[src/rtl/dmem_arbiter_if.sv]
// Bus bundle for dmem_arbiter: two word requesters (cpu, dbg) on one side,
// the single-port byte RAM plus a busy flag on the other.
interface dmem_arbiter_if #(
  parameter int ADDR_W = 10
);
  logic              cpu_req;
  logic              cpu_we;
  logic [31:0]       cpu_addr;
  logic [31:0]       cpu_wdata;
  logic [31:0]       cpu_rdata;
  logic              cpu_done;
  logic              cpu_err;

  logic              dbg_req;
  logic              dbg_we;
  logic [31:0]       dbg_addr;
  logic [31:0]       dbg_wdata;
  logic [31:0]       dbg_rdata;
  logic              dbg_done;
  logic              dbg_err;

  logic              mem_en;
  logic              mem_we;
  logic [ADDR_W-1:0] mem_addr;
  logic [7:0]        mem_wdata;
  logic [7:0]        mem_rdata;
  logic              busy;

  // Arbiter side: accepts requests, drives the RAM.
  modport slave (
    input  cpu_req, cpu_we, cpu_addr, cpu_wdata,
    output cpu_rdata, cpu_done, cpu_err,
    input  dbg_req, dbg_we, dbg_addr, dbg_wdata,
    output dbg_rdata, dbg_done, dbg_err,
    output mem_en, mem_we, mem_addr, mem_wdata, busy,
    input  mem_rdata
  );

  // Environment side: requesters and the RAM model.
  modport master (
    output cpu_req, cpu_we, cpu_addr, cpu_wdata,
    input  cpu_rdata, cpu_done, cpu_err,
    output dbg_req, dbg_we, dbg_addr, dbg_wdata,
    input  dbg_rdata, dbg_done, dbg_err,
    input  mem_en, mem_we, mem_addr, mem_wdata, busy,
    output mem_rdata
  );
endinterface

[src/rtl/dmem_arbiter.sv]
// Round-robin arbiter for cpu/dbg word requests, sequencing each word as four
// big-endian byte accesses on a single-port synchronous byte RAM.
module dmem_arbiter #(
  parameter int ADDR_W = 10
) (
  input  logic           clk,
  input  logic           rst,
  dmem_arbiter_if.slave  bus
);
  typedef enum logic [1:0] {S_IDLE, S_ACCESS, S_RDLAST, S_DONE} state_t;

  state_t            r_state;
  logic [1:0]        r_cnt;
  logic              r_last_dbg;
  logic              r_id;
  logic              r_we;
  logic              r_err;
  logic [ADDR_W-3:0] r_word;
  logic [31:0]       r_wdata;
  logic [31:0]       r_cpu_rdata;
  logic [31:0]       r_dbg_rdata;
  logic              r_mem_en;
  logic              r_mem_we;
  logic [ADDR_W-1:0] r_mem_addr;
  logic [7:0]        r_mem_wdata;
  logic              r_cpu_done;
  logic              r_cpu_err;
  logic              r_dbg_done;
  logic              r_dbg_err;

  logic              w_any_req;
  logic              w_gnt_dbg;
  logic              w_we;
  logic [31:0]       w_addr;
  logic [31:0]       w_wdata;
  logic              w_misaligned;
  logic [1:0]        w_cnt_inc;
  logic              w_cap;
  logic [1:0]        w_lane;
  logic [4:0]        w_shift;
  logic [7:0]        w_wbyte [4];
  logic              w_unused_addr_hi;

  // On a tie the requester not served last wins.
  assign w_any_req    = bus.cpu_req | bus.dbg_req;
  assign w_gnt_dbg    = bus.dbg_req & (~bus.cpu_req | ~r_last_dbg);
  assign w_we         = w_gnt_dbg ? bus.dbg_we    : bus.cpu_we;
  assign w_addr       = w_gnt_dbg ? bus.dbg_addr  : bus.cpu_addr;
  assign w_wdata      = w_gnt_dbg ? bus.dbg_wdata : bus.cpu_wdata;
  assign w_misaligned = (w_addr[1:0] != 2'b00);
  assign w_cnt_inc    = r_cnt + 2'd1;
  assign w_unused_addr_hi = ^w_addr[31:ADDR_W];

  genvar gi;
  generate
    for (gi = 0; gi < 4; gi++) begin : g_lane
      assign w_wbyte[gi] = r_wdata[31-8*gi -: 8];
    end
  endgenerate

  // Read data lags its addressing cycle by one, so capture lane cnt-1.
  assign w_cap   = ~r_we & (((r_state == S_ACCESS) && (r_cnt != 2'd0)) || (r_state == S_RDLAST));
  assign w_lane  = (r_state == S_RDLAST) ? 2'd3 : (r_cnt - 2'd1);
  assign w_shift = {~w_lane, 3'b000};

  always_ff @(posedge clk) begin
    if (!rst) begin
      r_state     <= S_IDLE;
      r_cnt       <= 2'd0;
      r_last_dbg  <= 1'b1;
      r_id        <= 1'b0;
      r_we        <= 1'b0;
      r_err       <= 1'b0;
      r_word      <= '0;
      r_wdata     <= '0;
      r_cpu_rdata <= '0;
      r_dbg_rdata <= '0;
      r_mem_en    <= 1'b0;
      r_mem_we    <= 1'b0;
      r_mem_addr  <= '0;
      r_mem_wdata <= '0;
      r_cpu_done  <= 1'b0;
      r_cpu_err   <= 1'b0;
      r_dbg_done  <= 1'b0;
      r_dbg_err   <= 1'b0;
    end else begin
      r_cpu_done <= 1'b0;
      r_cpu_err  <= 1'b0;
      r_dbg_done <= 1'b0;
      r_dbg_err  <= 1'b0;

      if (w_cap) begin
        if (r_id) r_dbg_rdata[w_shift +: 8] <= bus.mem_rdata;
        else      r_cpu_rdata[w_shift +: 8] <= bus.mem_rdata;
      end

      case (r_state)
        S_IDLE: begin
          if (w_any_req) begin
            r_id    <= w_gnt_dbg;
            r_we    <= w_we;
            r_word  <= w_addr[ADDR_W-1:2];
            r_wdata <= w_wdata;
            r_cnt   <= 2'd0;
            r_err   <= w_misaligned;
            if (w_misaligned) begin
              r_state    <= S_DONE;
              r_cpu_done <= ~w_gnt_dbg;
              r_cpu_err  <= ~w_gnt_dbg;
              r_dbg_done <= w_gnt_dbg;
              r_dbg_err  <= w_gnt_dbg;
            end else begin
              r_state     <= S_ACCESS;
              r_mem_en    <= 1'b1;
              r_mem_we    <= w_we;
              r_mem_addr  <= {w_addr[ADDR_W-1:2], 2'b00};
              r_mem_wdata <= w_wdata[31:24];
            end
          end
        end
        S_ACCESS: begin
          if (r_cnt == 2'd3) begin
            r_mem_en <= 1'b0;
            r_mem_we <= 1'b0;
            if (r_we) begin
              r_state    <= S_DONE;
              r_cpu_done <= ~r_id;
              r_dbg_done <= r_id;
            end else begin
              r_state <= S_RDLAST;
            end
          end else begin
            r_cnt       <= w_cnt_inc;
            r_mem_addr  <= {r_word, w_cnt_inc};
            r_mem_wdata <= w_wbyte[w_cnt_inc];
          end
        end
        S_RDLAST: begin
          r_state    <= S_DONE;
          r_cpu_done <= ~r_id;
          r_dbg_done <= r_id;
        end
        S_DONE: begin
          r_last_dbg <= r_id;
          r_state    <= S_IDLE;
        end
        default: r_state <= S_IDLE;
      endcase
    end
  end

  assign bus.cpu_rdata = r_cpu_rdata;
  assign bus.cpu_done  = r_cpu_done;
  assign bus.cpu_err   = r_cpu_err;
  assign bus.dbg_rdata = r_dbg_rdata;
  assign bus.dbg_done  = r_dbg_done;
  assign bus.dbg_err   = r_dbg_err;
  assign bus.mem_en    = r_mem_en;
  assign bus.mem_we    = r_mem_we;
  assign bus.mem_addr  = r_mem_addr;
  assign bus.mem_wdata = r_mem_wdata;
  assign bus.busy      = (r_state != S_IDLE);
endmodule

[src/flat_wrapper.sv]
// flat-port wrapper written by rule: the top's interface ports become plain ports
module dmem_arbiter_flat 
#(
  parameter int ADDR_W = 10
)
  (clk, rst, bus_cpu_req, bus_cpu_we, bus_cpu_addr, bus_cpu_wdata, bus_cpu_rdata, bus_cpu_done, bus_cpu_err, bus_dbg_req, bus_dbg_we, bus_dbg_addr, bus_dbg_wdata, bus_dbg_rdata, bus_dbg_done, bus_dbg_err, bus_mem_en, bus_mem_we, bus_mem_addr, bus_mem_wdata, bus_busy, bus_mem_rdata);
  dmem_arbiter_if #(.ADDR_W(ADDR_W)) bus_i ();
  input  logic clk;
  input  logic rst;
  input wire logic [$bits(bus_i.cpu_req)-1:0] bus_cpu_req;
  input wire logic [$bits(bus_i.cpu_we)-1:0] bus_cpu_we;
  input wire logic [$bits(bus_i.cpu_addr)-1:0] bus_cpu_addr;
  input wire logic [$bits(bus_i.cpu_wdata)-1:0] bus_cpu_wdata;
  output wire logic [$bits(bus_i.cpu_rdata)-1:0] bus_cpu_rdata;
  output wire logic [$bits(bus_i.cpu_done)-1:0] bus_cpu_done;
  output wire logic [$bits(bus_i.cpu_err)-1:0] bus_cpu_err;
  input wire logic [$bits(bus_i.dbg_req)-1:0] bus_dbg_req;
  input wire logic [$bits(bus_i.dbg_we)-1:0] bus_dbg_we;
  input wire logic [$bits(bus_i.dbg_addr)-1:0] bus_dbg_addr;
  input wire logic [$bits(bus_i.dbg_wdata)-1:0] bus_dbg_wdata;
  output wire logic [$bits(bus_i.dbg_rdata)-1:0] bus_dbg_rdata;
  output wire logic [$bits(bus_i.dbg_done)-1:0] bus_dbg_done;
  output wire logic [$bits(bus_i.dbg_err)-1:0] bus_dbg_err;
  output wire logic [$bits(bus_i.mem_en)-1:0] bus_mem_en;
  output wire logic [$bits(bus_i.mem_we)-1:0] bus_mem_we;
  output wire logic [$bits(bus_i.mem_addr)-1:0] bus_mem_addr;
  output wire logic [$bits(bus_i.mem_wdata)-1:0] bus_mem_wdata;
  output wire logic [$bits(bus_i.busy)-1:0] bus_busy;
  input wire logic [$bits(bus_i.mem_rdata)-1:0] bus_mem_rdata;
  assign bus_i.cpu_req = bus_cpu_req;
  assign bus_i.cpu_we = bus_cpu_we;
  assign bus_i.cpu_addr = bus_cpu_addr;
  assign bus_i.cpu_wdata = bus_cpu_wdata;
  assign bus_cpu_rdata = bus_i.cpu_rdata;
  assign bus_cpu_done = bus_i.cpu_done;
  assign bus_cpu_err = bus_i.cpu_err;
  assign bus_i.dbg_req = bus_dbg_req;
  assign bus_i.dbg_we = bus_dbg_we;
  assign bus_i.dbg_addr = bus_dbg_addr;
  assign bus_i.dbg_wdata = bus_dbg_wdata;
  assign bus_dbg_rdata = bus_i.dbg_rdata;
  assign bus_dbg_done = bus_i.dbg_done;
  assign bus_dbg_err = bus_i.dbg_err;
  assign bus_mem_en = bus_i.mem_en;
  assign bus_mem_we = bus_i.mem_we;
  assign bus_mem_addr = bus_i.mem_addr;
  assign bus_mem_wdata = bus_i.mem_wdata;
  assign bus_busy = bus_i.busy;
  assign bus_i.mem_rdata = bus_mem_rdata;
  dmem_arbiter #(.ADDR_W(ADDR_W)) u_core (.clk(clk), .rst(rst), .bus(bus_i));
endmodule
[config.mk]
export PLATFORM = sky130hd
export DESIGN_NAME = dmem_arbiter_flat
export DESIGN_NICKNAME = d
export VERILOG_FILES = /design/src/rtl/dmem_arbiter_if.sv /design/src/rtl/dmem_arbiter.sv /design/src/flat_wrapper.sv
export SDC_FILE = /design/constraint.sdc
export NUM_CORES = 1
export LEC_CHECK = 0
export ABC_AREA = 0
export BUFFER_PORTS_ARGS = -buffer_cell sky130_fd_sc_hd__buf_4
export CORE_AREA = 2 2 93 140
export CTS_CLUSTER_DIAMETER = 100
export DETAILED_ROUTE_END_ITERATION = 10
export DIE_AREA = 0 0 95 142
export HOLD_SLACK_MARGIN = 0.15
export PLACE_DENSITY = 0.8
export SYNTH_ARGS = -nofsm -noshare
export SYNTH_HDL_FRONTEND = slang
export SYNTH_SLANG_ARGS = --single-unit
[constraint.sdc]
create_clock -name clk -period 6.19 [get_ports clk]
set_input_delay 0.9285 -clock clk [delete_from_list [all_inputs] [get_ports clk]]
set_output_delay 0.9285 -clock clk [all_outputs]
set_load 0.02 [all_outputs]
==> results.txt <==
CTS Root Cell -> clkbuf_16
Total Wirelength -> 16.3 mm
drt drc -> 0
CTS resizes -> 0
multi-input logic area -> 3030 um2
Net count, final -> 979
routed vias -> 5,463
Seq/Total Area, Yosys -> 0.452
synthesis-to-layout area growth -> 33.9%
global route total overflow -> 0
critical path fanouts, max -> 18
Cell Area, Synth -> 5990 um2
drt first pass iters -> 7
Max Slew Vio Count -> 0
Worst Hold Class -> flop to flop
Synth top area share -> 0.452
power density cells -> 410 nW/um2
utilization after layout -> 0.650
CORE AREA -> 12,300 um2
Clk Latency, worst-skew pair -> 0.41 ns
post-CTS setup repair buffer count -> 0
crit path kind -> flop to flop
clk sinks -> 135
Synth area leaders -> dfxtp_1, mux2i_1, nand2_1, a311oi_1, nor2_1
Die Y -> 142 um
Initial Util -> 0.486
Cells after Synth -> 658
clock slew at reported path FFs -> 0.06 ns
syn_nets -> 812
Worst Hold Slack -> 0.460 ns
CTS Buf Count -> 17
TNS Setup -> 0 ns
CTS tree -> built
largest area contributor in the netlist -> dfxtp_1
via/cell ratio -> 5.50
Crit. End Element -> flop
row cnt -> 50
commonest non-fill, non-tap cell in the layout -> buf_4
Wirelength per Cell -> 16.4 um
fillers -> 961
Worst Max-Slew Pin Slew -> 1.05 ns
GRT Util Overall -> 0.246
DIE AREA -> 13,500 um2
via count of the first global-routing pass -> 5,292
final period utilization -> 0.614
final setup fails -> 0
clk_skew -> 0.00746 ns
ys flop type -> dfxtp_1
post-DP HPWL -> 11.9 mm
gpl congestion -> 0.813
FF/Latch Area -> 2700 um2
DRT iter0 DRCs -> 313
ys async rst share -> 0
flops & latches, synth -> 135
# diodes -> 0
slew margin rel. -> 0.296
hold buffers post-CTS -> 0
Clock Tree Buf Depth -> 2
post-synth cell types -> 43
MaxCap Viol Count -> 0
Lkg Pwr -> 3.84 nW
antenna violations before repair -> 0
FMAX -> 263 MHz
status -> complete, no violations
r2r setup slk -> 2.39 ns
unrepaired setup endpoints after global routing -> false
Hold Fails Final Rpt -> 0
top-level I/O count -> 231
number of synthesized flops with an enable pin -> 0
WP data required -> 6.52 ns
Max IR drop VDD -> 0.224 mV
H-tree Lvls -> 4
crit path time final -> 3.80 ns
antenna viol nets, final -> 0
Syn Area/Cell -> 9.10 um2
first-pass GRT wire length -> 25.8 mm
Port Buf Inserts -> 186
Die X -> 95 um
pin count of the biggest net entering global routing -> 97
commonest cells after routing, fill and taps aside -> buf_4, nand2_1, dfxtp_1, mux2i_1, nor2_1
yosys warns -> 0
crit path DAT -> 4.13 ns
nature of the critical path startpoint -> flop
layout cell share with drive strength beyond 1 -> 0.280
==> synth_stat cells, types with 8 or more instances <==
cell type    n
o22a_1       9
a211oi_1    19
dfxtp_1    135
clkbuf_1    29
nand2_1    160
a311oi_1    24
nor3_1       8
inv_1       12
nor2_1      49
ha_1        12
o21ai_0     25
o211a_1      8
mux2i_1     98
o21bai_1     9
==> registers in the layout, indices dropped and copies added, names as in the netlist <==
register / flops
u_core.r_cnt: 2
u_core.bus.mem_addr: 10
u_core.bus.mem_wdata: 8
u_core.bus.dbg_rdata: 32
u_core.r_word: 8
u_core.bus.mem_we: 1
u_core.bus.dbg_err: 1
u_core.bus.cpu_err: 1
u_core.bus.cpu_done: 1
u_core.r_last_dbg: 1
u_core.r_we: 1
u_core.bus.dbg_done: 1
u_core.r_wdata: 32
u_core.bus.mem_en: 1
u_core.r_state: 2
u_core.bus.cpu_rdata: 32
u_core.r_id: 1
==> stage by stage <==
stage	power, mW	cells	worst slack, ns	area, um2
final	3.29	994	2.39	8020
after global routing	3.47	994	2.12	8020
after CTS	3.30	994	2.40	8020
after detailed placement	2.28	962	2.47	7410
after global placement	2.24	962	2.61	7410
after floorplan	1.95	658	3.16	5990
==> critical path: stages (launching register included) <==
cell     delay, ns
dfxtp_1       0.44
inv_1         0.07
ha_1          0.90
nor2b_1       0.34
inv_1         0.13
ha_1          0.24
or4b_2        0.69
nor2_1        0.49
nand2_1       0.20
mux2i_1       0.20
==> final cells by class <==
class / count / area share
clock inverters: 14 / 0.0203
flip-flops and latches: 135 / 0.337
inverters: 13 / 0.00609
clock buffers: 18 / 0.0548
well taps: 156 / 0.0243
multi-input cells: 467 / 0.378
repair buffers: 191 / 0.179
==> kinds of logic after synthesis <==
group | after synthesis | synth area share
and+or+nand+nor | 230 | 0.154
DFF | 135 | 0.452
AOI/OAI and AO/OA | 125 | 0.158
muxes | 100 | 0.168
buffers and inverters | 56 | 0.0428
adders and majority gates | 12 | 0.0251
==> power breakdown <==
part	switching, mW	internal, mW
clock network	0.404	0.615
logic	0.653	0.442
registers	0.123	1.05
==> layer usage <==
| layer | GRT usage | vias up | wire length, um |
|---|---|---|---|
| met5 | 0 | - | 0 |
| met4 | 0.104 | 0 | 492 |
| met3 | 0.0614 | 37 | 1210 |
| met2 | 0.436 | 230 | 8490 |
| met1 | 0.274 | 2542 | 6140 |
| li1 | - | 2654 | - |
==> final timing paths <==
kind,endpoint,from,cells after the start
worst min-delay path,u_core.bus.dbg_rdata[22]$_SDFFE_PN0P_,u_core.bus.dbg_rdata[22]$_SDFFE_PN0P_,2
worst max-delay path,u_core.bus.cpu_rdata[11]$_SDFFE_PN0P_,u_core.r_cnt[0]$_SDFFE_PN0P_,9
worst max register to register,u_core.bus.cpu_rdata[11]$_SDFFE_PN0P_,u_core.r_cnt[0]$_SDFFE_PN0P_,9
worst min register to register,u_core.bus.dbg_rdata[22]$_SDFFE_PN0P_,u_core.bus.dbg_rdata[22]$_SDFFE_PN0P_,2
(Power assumes the default switching activity.)
